**src/rtl/binserial.sv**
```systemverilog
// Bit-serial transmitter: loads an N-bit vector, pulses clr, then shifts it out LSB first on put/data_out.
// Define BINSERIAL_XNOR_EN to transmit ~(vec_in ^ wgt_in) instead of vec_in.
module binserial #(
  parameter int N = 4
) (
  input  logic         clk,
  input  logic         rst,
  input  logic         start,
  input  logic [N-1:0] vec_in,
  input  logic [N-1:0] wgt_in,
  output logic         clr,
  output logic         put,
  output logic         data_out,
  output logic         busy,
  output logic         done
);

  localparam int CW = $clog2(N + 1);

  typedef enum logic [1:0] {
    S_IDLE,
    S_LOAD,
    S_SHIFT,
    S_DONE
  } state_e;

  state_e         state_q, state_d;
  logic [N-1:0]   shift_q, shift_d;
  logic [CW-1:0]  cnt_q, cnt_d;
  logic [N-1:0]   payload;
  logic           clr_d, put_d, data_d, busy_d, done_d;

`ifdef BINSERIAL_XNOR_EN
  assign payload = ~(vec_in ^ wgt_in);
`else
  logic unused_wgt;
  assign unused_wgt = ^wgt_in;
  assign payload    = vec_in;
`endif

  // NOTE: every output is computed one state ahead and registered, so each
  // branch drives the values that must appear after the coming edge.
  always_comb begin
    // NOTE: defaults first so no path leaves a variable unassigned (no latches).
    state_d = state_q;
    shift_d = shift_q;
    cnt_d   = cnt_q;
    clr_d   = 1'b0;
    put_d   = 1'b1;
    data_d  = 1'b0;
    busy_d  = 1'b0;
    done_d  = 1'b0;
    unique case (state_q)
      S_IDLE: begin
        if (start) begin
          state_d = S_LOAD;
          shift_d = payload;
          cnt_d   = '0;
          clr_d   = 1'b1;
          busy_d  = 1'b1;
        end
      end
      S_LOAD: begin
        state_d = S_SHIFT;
        put_d   = 1'b0;
        data_d  = shift_q[0];
        shift_d = shift_q >> 1;
        cnt_d   = CW'(1);
        busy_d  = 1'b1;
      end
      S_SHIFT: begin
        busy_d = 1'b1;
        if (cnt_q == CW'(N)) begin
          state_d = S_DONE;
          done_d  = 1'b1;
          cnt_d   = '0;
        end else begin
          put_d   = 1'b0;
          data_d  = shift_q[0];
          shift_d = shift_q >> 1;
          cnt_d   = cnt_q + CW'(1);
        end
      end
      S_DONE: begin
        state_d = S_IDLE;
      end
      default: begin
        state_d = S_IDLE;
      end
    endcase
  end

  // NOTE: sequential state uses non-blocking assignments only.
  always_ff @(posedge clk or posedge rst) begin
    if (rst) begin
      state_q  <= S_IDLE;
      shift_q  <= '0;
      cnt_q    <= '0;
      clr      <= 1'b0;
      put      <= 1'b1;
      data_out <= 1'b0;
      busy     <= 1'b0;
      done     <= 1'b0;
    end else begin
      state_q  <= state_d;
      shift_q  <= shift_d;
      cnt_q    <= cnt_d;
      clr      <= clr_d;
      put      <= put_d;
      data_out <= data_d;
      busy     <= busy_d;
      done     <= done_d;
    end
  end

endmodule
```
**config.mk**
```make
export PLATFORM = sky130hd
export DESIGN_NAME = binserial
export DESIGN_NICKNAME = d
export VERILOG_FILES = /design/src/rtl/binserial.sv
export SDC_FILE = /design/constraint.sdc
export NUM_CORES = 1
export LEC_CHECK = 0
export BUFFER_PORTS_ARGS = -buffer_cell sky130_fd_sc_hd__buf_2
export CELL_PAD_IN_SITES_DETAIL_PLACEMENT = 1
export CELL_PAD_IN_SITES_GLOBAL_PLACEMENT = 2
export CORE_MARGIN = 2
export CORE_UTILIZATION = 30
export CTS_CLUSTER_DIAMETER = 30
export DETAILED_ROUTE_END_ITERATION = 12
export GPL_TIMING_DRIVEN = 0
export PLACE_DENSITY = 0.8
export SKIP_CTS_REPAIR_TIMING = 1
export SYNTH_ARGS = -nofsm -noshare
export SYNTH_HDL_FRONTEND = slang
export SYNTH_SLANG_ARGS = --single-unit
```
**constraint.sdc**
```tcl
create_clock -name clk -period 1.8 [get_ports clk]
set_clock_uncertainty 0.2 [all_clocks]
set_input_delay 0.36 -clock clk [delete_from_list [all_inputs] [get_ports clk]]
set_output_delay 0.36 -clock clk [all_outputs]
set_load 0.02 [all_outputs]
```
### Word level (Yosys, flattened, before mapping)

Cells that the tools add are included.

| storage, ports and cells | value |
|---|---|
| register bits after elaboration | 14 |
| input port bits | 11 |
| output and inout bits | 5 |
| logic and storage cells | 39 |

| cells by class | value |
|---|---|
| add/sub/neg operators | 1 |
| equality and inequality tests | 7 |
| multiplexer cells | 17 |
| reduce and logical (&&, ||, !) cells | 6 |

Operator list:

| operator | number |
|---|---|
| $pmux W4 S3 | 1 |
| $pmux W3 S3 | 1 |
| $mux W4 | 2 |
| $pmux W2 S4 | 1 |
| $mux W3 | 2 |
| $ne A2 B2 Y1 const B | 3 |
| $pmux W1 S2 | 3 |
| $mux W1 | 5 |
| $eq A2 B2 Y1 const B | 2 |
| $mux W2 | 2 |
| $reduce_and A2 Y1 | 2 |
| $add A3 B1 Y3 const B | 1 |
| $eq A3 B3 Y1 const B | 1 |
| $reduce_and A3 Y1 | 1 |
| $reduce_bool A3 Y1 | 1 |
| $eq A2 B1 Y1 const B | 1 |
| $logic_not A2 Y1 | 1 |
| $reduce_or A2 Y1 | 1 |

### Depth between registers and ports, before layout

| logic depth | value |
|---|---|
| word-level depth | 3 |
| mapped depth | 6 |
| mapped depth without buffers | 5 |

### Worst setup path after synthesis

No wires, ideal clock.

| timing | value |
|---|---|
| path kind | register to register |
| start | reg state_q[0] |
| end | reg shift_q[2] |
| library setup time | 128 ps |
| arrival | 1489 ps |
| data required time | 1472 ps |
| slack | -17 ps |
| stages on the path, launching flop included | 6 |
| buffers on the path | 1 |
| clock period less this slack | 1817 ps |
| path through | dfrtp_1 inv_1 ha_1 buf_2 mux2_2 mux2_1 |

| on the way | value |
|---|---|
| cells in the longest elaborated chain, start to end | 3 |
| elaborated cells between the ends (all ways) | 8 |
| classes of those cells | eq/ne (4); mux (1); reduce/logical (3) |

RTL lines:

| what | line | text |
|---|---|---|
| start, declared | 27 | `state_e state_q, state_d;` |
| start signal, assigned | 105 | `state_q <= state_d;` |
| $eq A2 B2 Y1 (tied with other cells) | 53 | `unique case (state_q)` |
| $ne A2 B2 Y1 (no source line) / $reduce_bool A3 Y1 (equally long branches) | - |  |
| $reduce_and A3 Y1 (no source line) | - |  |
| end signal, assigned | 106 | `shift_q <= shift_d;` |
| end, declared | 28 | `logic [N-1:0] shift_q, shift_d;` |

Parallel ways exist; a longest one is shown, timed or not.
A chain may end at the register's enable or synchronous reset.

### Worst setup path in the final report

Same ends and word-level chain as after synthesis.

==> impl_metrics.csv <==
group,metric,value,unit
route,route.detailed.drc,0,
clock_tree,clock_path_buffers,2,
route,postRouteAntennaNets,0,
critical_path,endpoint_kind,"register",
route,drtIter0Drc,3,
run_status,status,"finished, violations left",
sta,rsz0062_at_grt,"true",
finish,drive_above_1_share,49.4,%
clock_tree,cts_max_level,1,
global_route,grtUsageTotal,12.7,%
route,drt_pass1_iterations,3,
sta,tightest_slew,566,ps
placed_design,dp.cells,103,
floorplan,die-area,2900,µm²
sta,slew_viol_final,0,
sta,hold_viol_final,0,
yosys,ys.flop_type,"dfrtp_1",
critical_path,critPathMaxFanout,8,
finish,final_util,40.0,%
floorplan,fp-row-count,18,
global_route,antenna_found_initial,0,
critical_path,timing.rr.start,"state_q[0]",
global_route,overflow,0,
critical_path,cp-startpoint,"state_q[0]",
finish,final_cells,113,
critical_path,start_kind,"register",
sta,fin_ws,-14.8,ps
power,p_leak,0.472,nW
route,wl_per_cell,14.1,µm
yosys,synth_nets,80,
route,vias,532,
critical_path,critical_path_arrival,1790,ps
clock_tree,clkLatencyLatePin,290,ps
critical_path,cp.required,1770,ps
floorplan,start_util,30.9,%
floorplan,core_area,2410,µm²
global_route,grt_max_degree,15,
yosys,async_flop_share,100,%
floorplan,die_y,53.9,µm
sta,period_needed,1810,ps
clock_tree,path_clk_slew,90,ps
sta,slew_headroom,62.2,%
placed_design,dpl.hpwl,1.06,mm
global_route,first_global_vias,566,
yosys,syn_area,746,µm²
yosys,synth_area_leaders,"dfrtp_1, ha_1, mux2_2",
yosys,synth_edf_count,0,
yosys,synth_seq_area_share,47.1,%
sta,tns,-51.1,ps
finish,final_nets,102,
yosys,yosysTopAreaCell,"dfrtp_1",
clock_tree,cts_tree,"built",
yosys,ys_types,28,
floorplan,pin_count,16,
run_status,violations,"setup timing",
hold_path,hold_path_class,"in -> reg",
global_route,grt_pass1_wl,2.45,mm
sta,setup_viol,4,
sta,clock.fmax,551,MHz
yosys,synth_area_per_cell,12.0,µm²
placed_design,io_buffer_count,11,
power,finalPower,1.87,mW
power,power.density,1940,nW/µm²
yosys,syn_inst,62,
route,drt-vias-per-instance,4.71,
finish,fillers,274,
sta,period_share,101,%
finish,diodes,0,
job,cap_violations,0,
yosys,synth-seq-cells,14,
placed_design,gp_congestion,0.681,
sta,hold_ws,159,ps
critical_path,path_class,"reg -> reg",
route,totalWireLength,1.59,mm
clock_tree,cts_root_buf,"clkbuf_4",
floorplan,die_x,53.9,µm
finish,flow.area_growth_from_synthesis,29.4,%
hold_path,min_from,"start",
clock_tree,cts_inserted_buffers,3,
yosys,synth_warnings,0,
power,vdd_drop_max,0.000977,V
yosys,synth_top_area_share,43.6,%
clock_tree,cts.sink_count,14,
==> layout make-up <==
| cell class | count | area, µm² | share of cell area [%] |
|---|---|---|---|
| Sequential cell | 14 | 352 | 36.4 |
| Multi-Input combinational cell | 37 | 385 | 39.9 |
| Tap cell | 30 | 37.5 | 3.89 |
| Buffer | 1 | 15.0 | 1.56 |
| Inverter | 9 | 35.0 | 3.63 |
| Clock buffer | 4 | 26.3 | 2.72 |
| Timing Repair Buffer | 18 | 114 | 11.8 |
==> metal layers <==
layer	global-route usage, %	share of wire (%)	vias to the layer above
met4	8.97	3.1	0
met2	21.3	51	8
li1	-	-	253
met3	3.33	2.5	5
met5	0	0	-
met1	13.8	43	266
==> stage by stage <==
stage | setup WS, ps | cell area [µm²]
after global placement | -65.6 | 841
final | -14.8 | 965
after CTS | -138 | 867
after global routing | -71.9 | 965
after detailed placement | -127 | 841
after floorplan | 21.2 | 748
==> worst paths after layout <==
path / end / slack, ps / depth (start not counted)
min in group asynchronous: state_q[0] / 460 / 3
max in group asynchronous: busy / 570 / 3
min reg2reg: shift_q[1] / 320 / 1
max reg2reg: shift_q[2] / -10 / 4
max: shift_q[2] / -10 / 4
min: clr / 160 / 2
==> kinds of logic after synthesis <==
logic type | Yosys count | share of synthesized area, %
AOI/OAI and AO/OA | 11 | 11.2
adders and majority gates | 7 | 11.7
muxes | 8 | 11.9
buffers and inverters | 11 | 6.88
and+or+nand+nor | 11 | 11.1
DFF | 14 | 47.1
==> synthesized netlist by cell type (2+ instances only) <==
library cell / count
mux2_2: 5
nor2_1: 3
mux2_1: 2
o21ai_0: 2
ha_1: 7
a21oi_1: 2
dfrtp_1: 13
inv_1: 8
==> layout by cell type (no fill, tap or decap), types with 2 or more instances in the layout <==
cell      synthesis  final
dfrtp_1          13     13
a21oi_1           2      2
clkbuf_4          0      3
inv_1             8      6
buf_4             0      5
mux2_4            0      4
nor2_1            3      3
inv_2             0      2
ha_4              0      2
ha_1              7      4
o21ai_0           2      2
buf_2             1     11
mux2_2            5      3
==> registers in the layout, summed over array words and instances, names as in the netlist <==
name / count
busy: 1
cnt_q: 3
put: 1
done: 1
state_q: 2
clr: 1
data_out: 1
shift_q: 4
==> where the power goes <==
part / leakage (nW) / total, mW / switching, mW / internal [mW]
clock: 0.0150 / 0.194 / 0.108 / 0.0862
sequential: 0.177 / 0.521 / 0.0712 / 0.450
combinational: 0.280 / 1.16 / 0.526 / 0.632
total: 0.472 / 1.87 / 0.705 / 1.17
==> worst max-delay path, cell delays in order, from the launching register on <==
cell and delay, ps:
dfrtp_1 430, buf_4 150, ha_2 250, nor3_4 340
mux2_4 330
No activity file was read; power rests on OpenSTA's default activity.
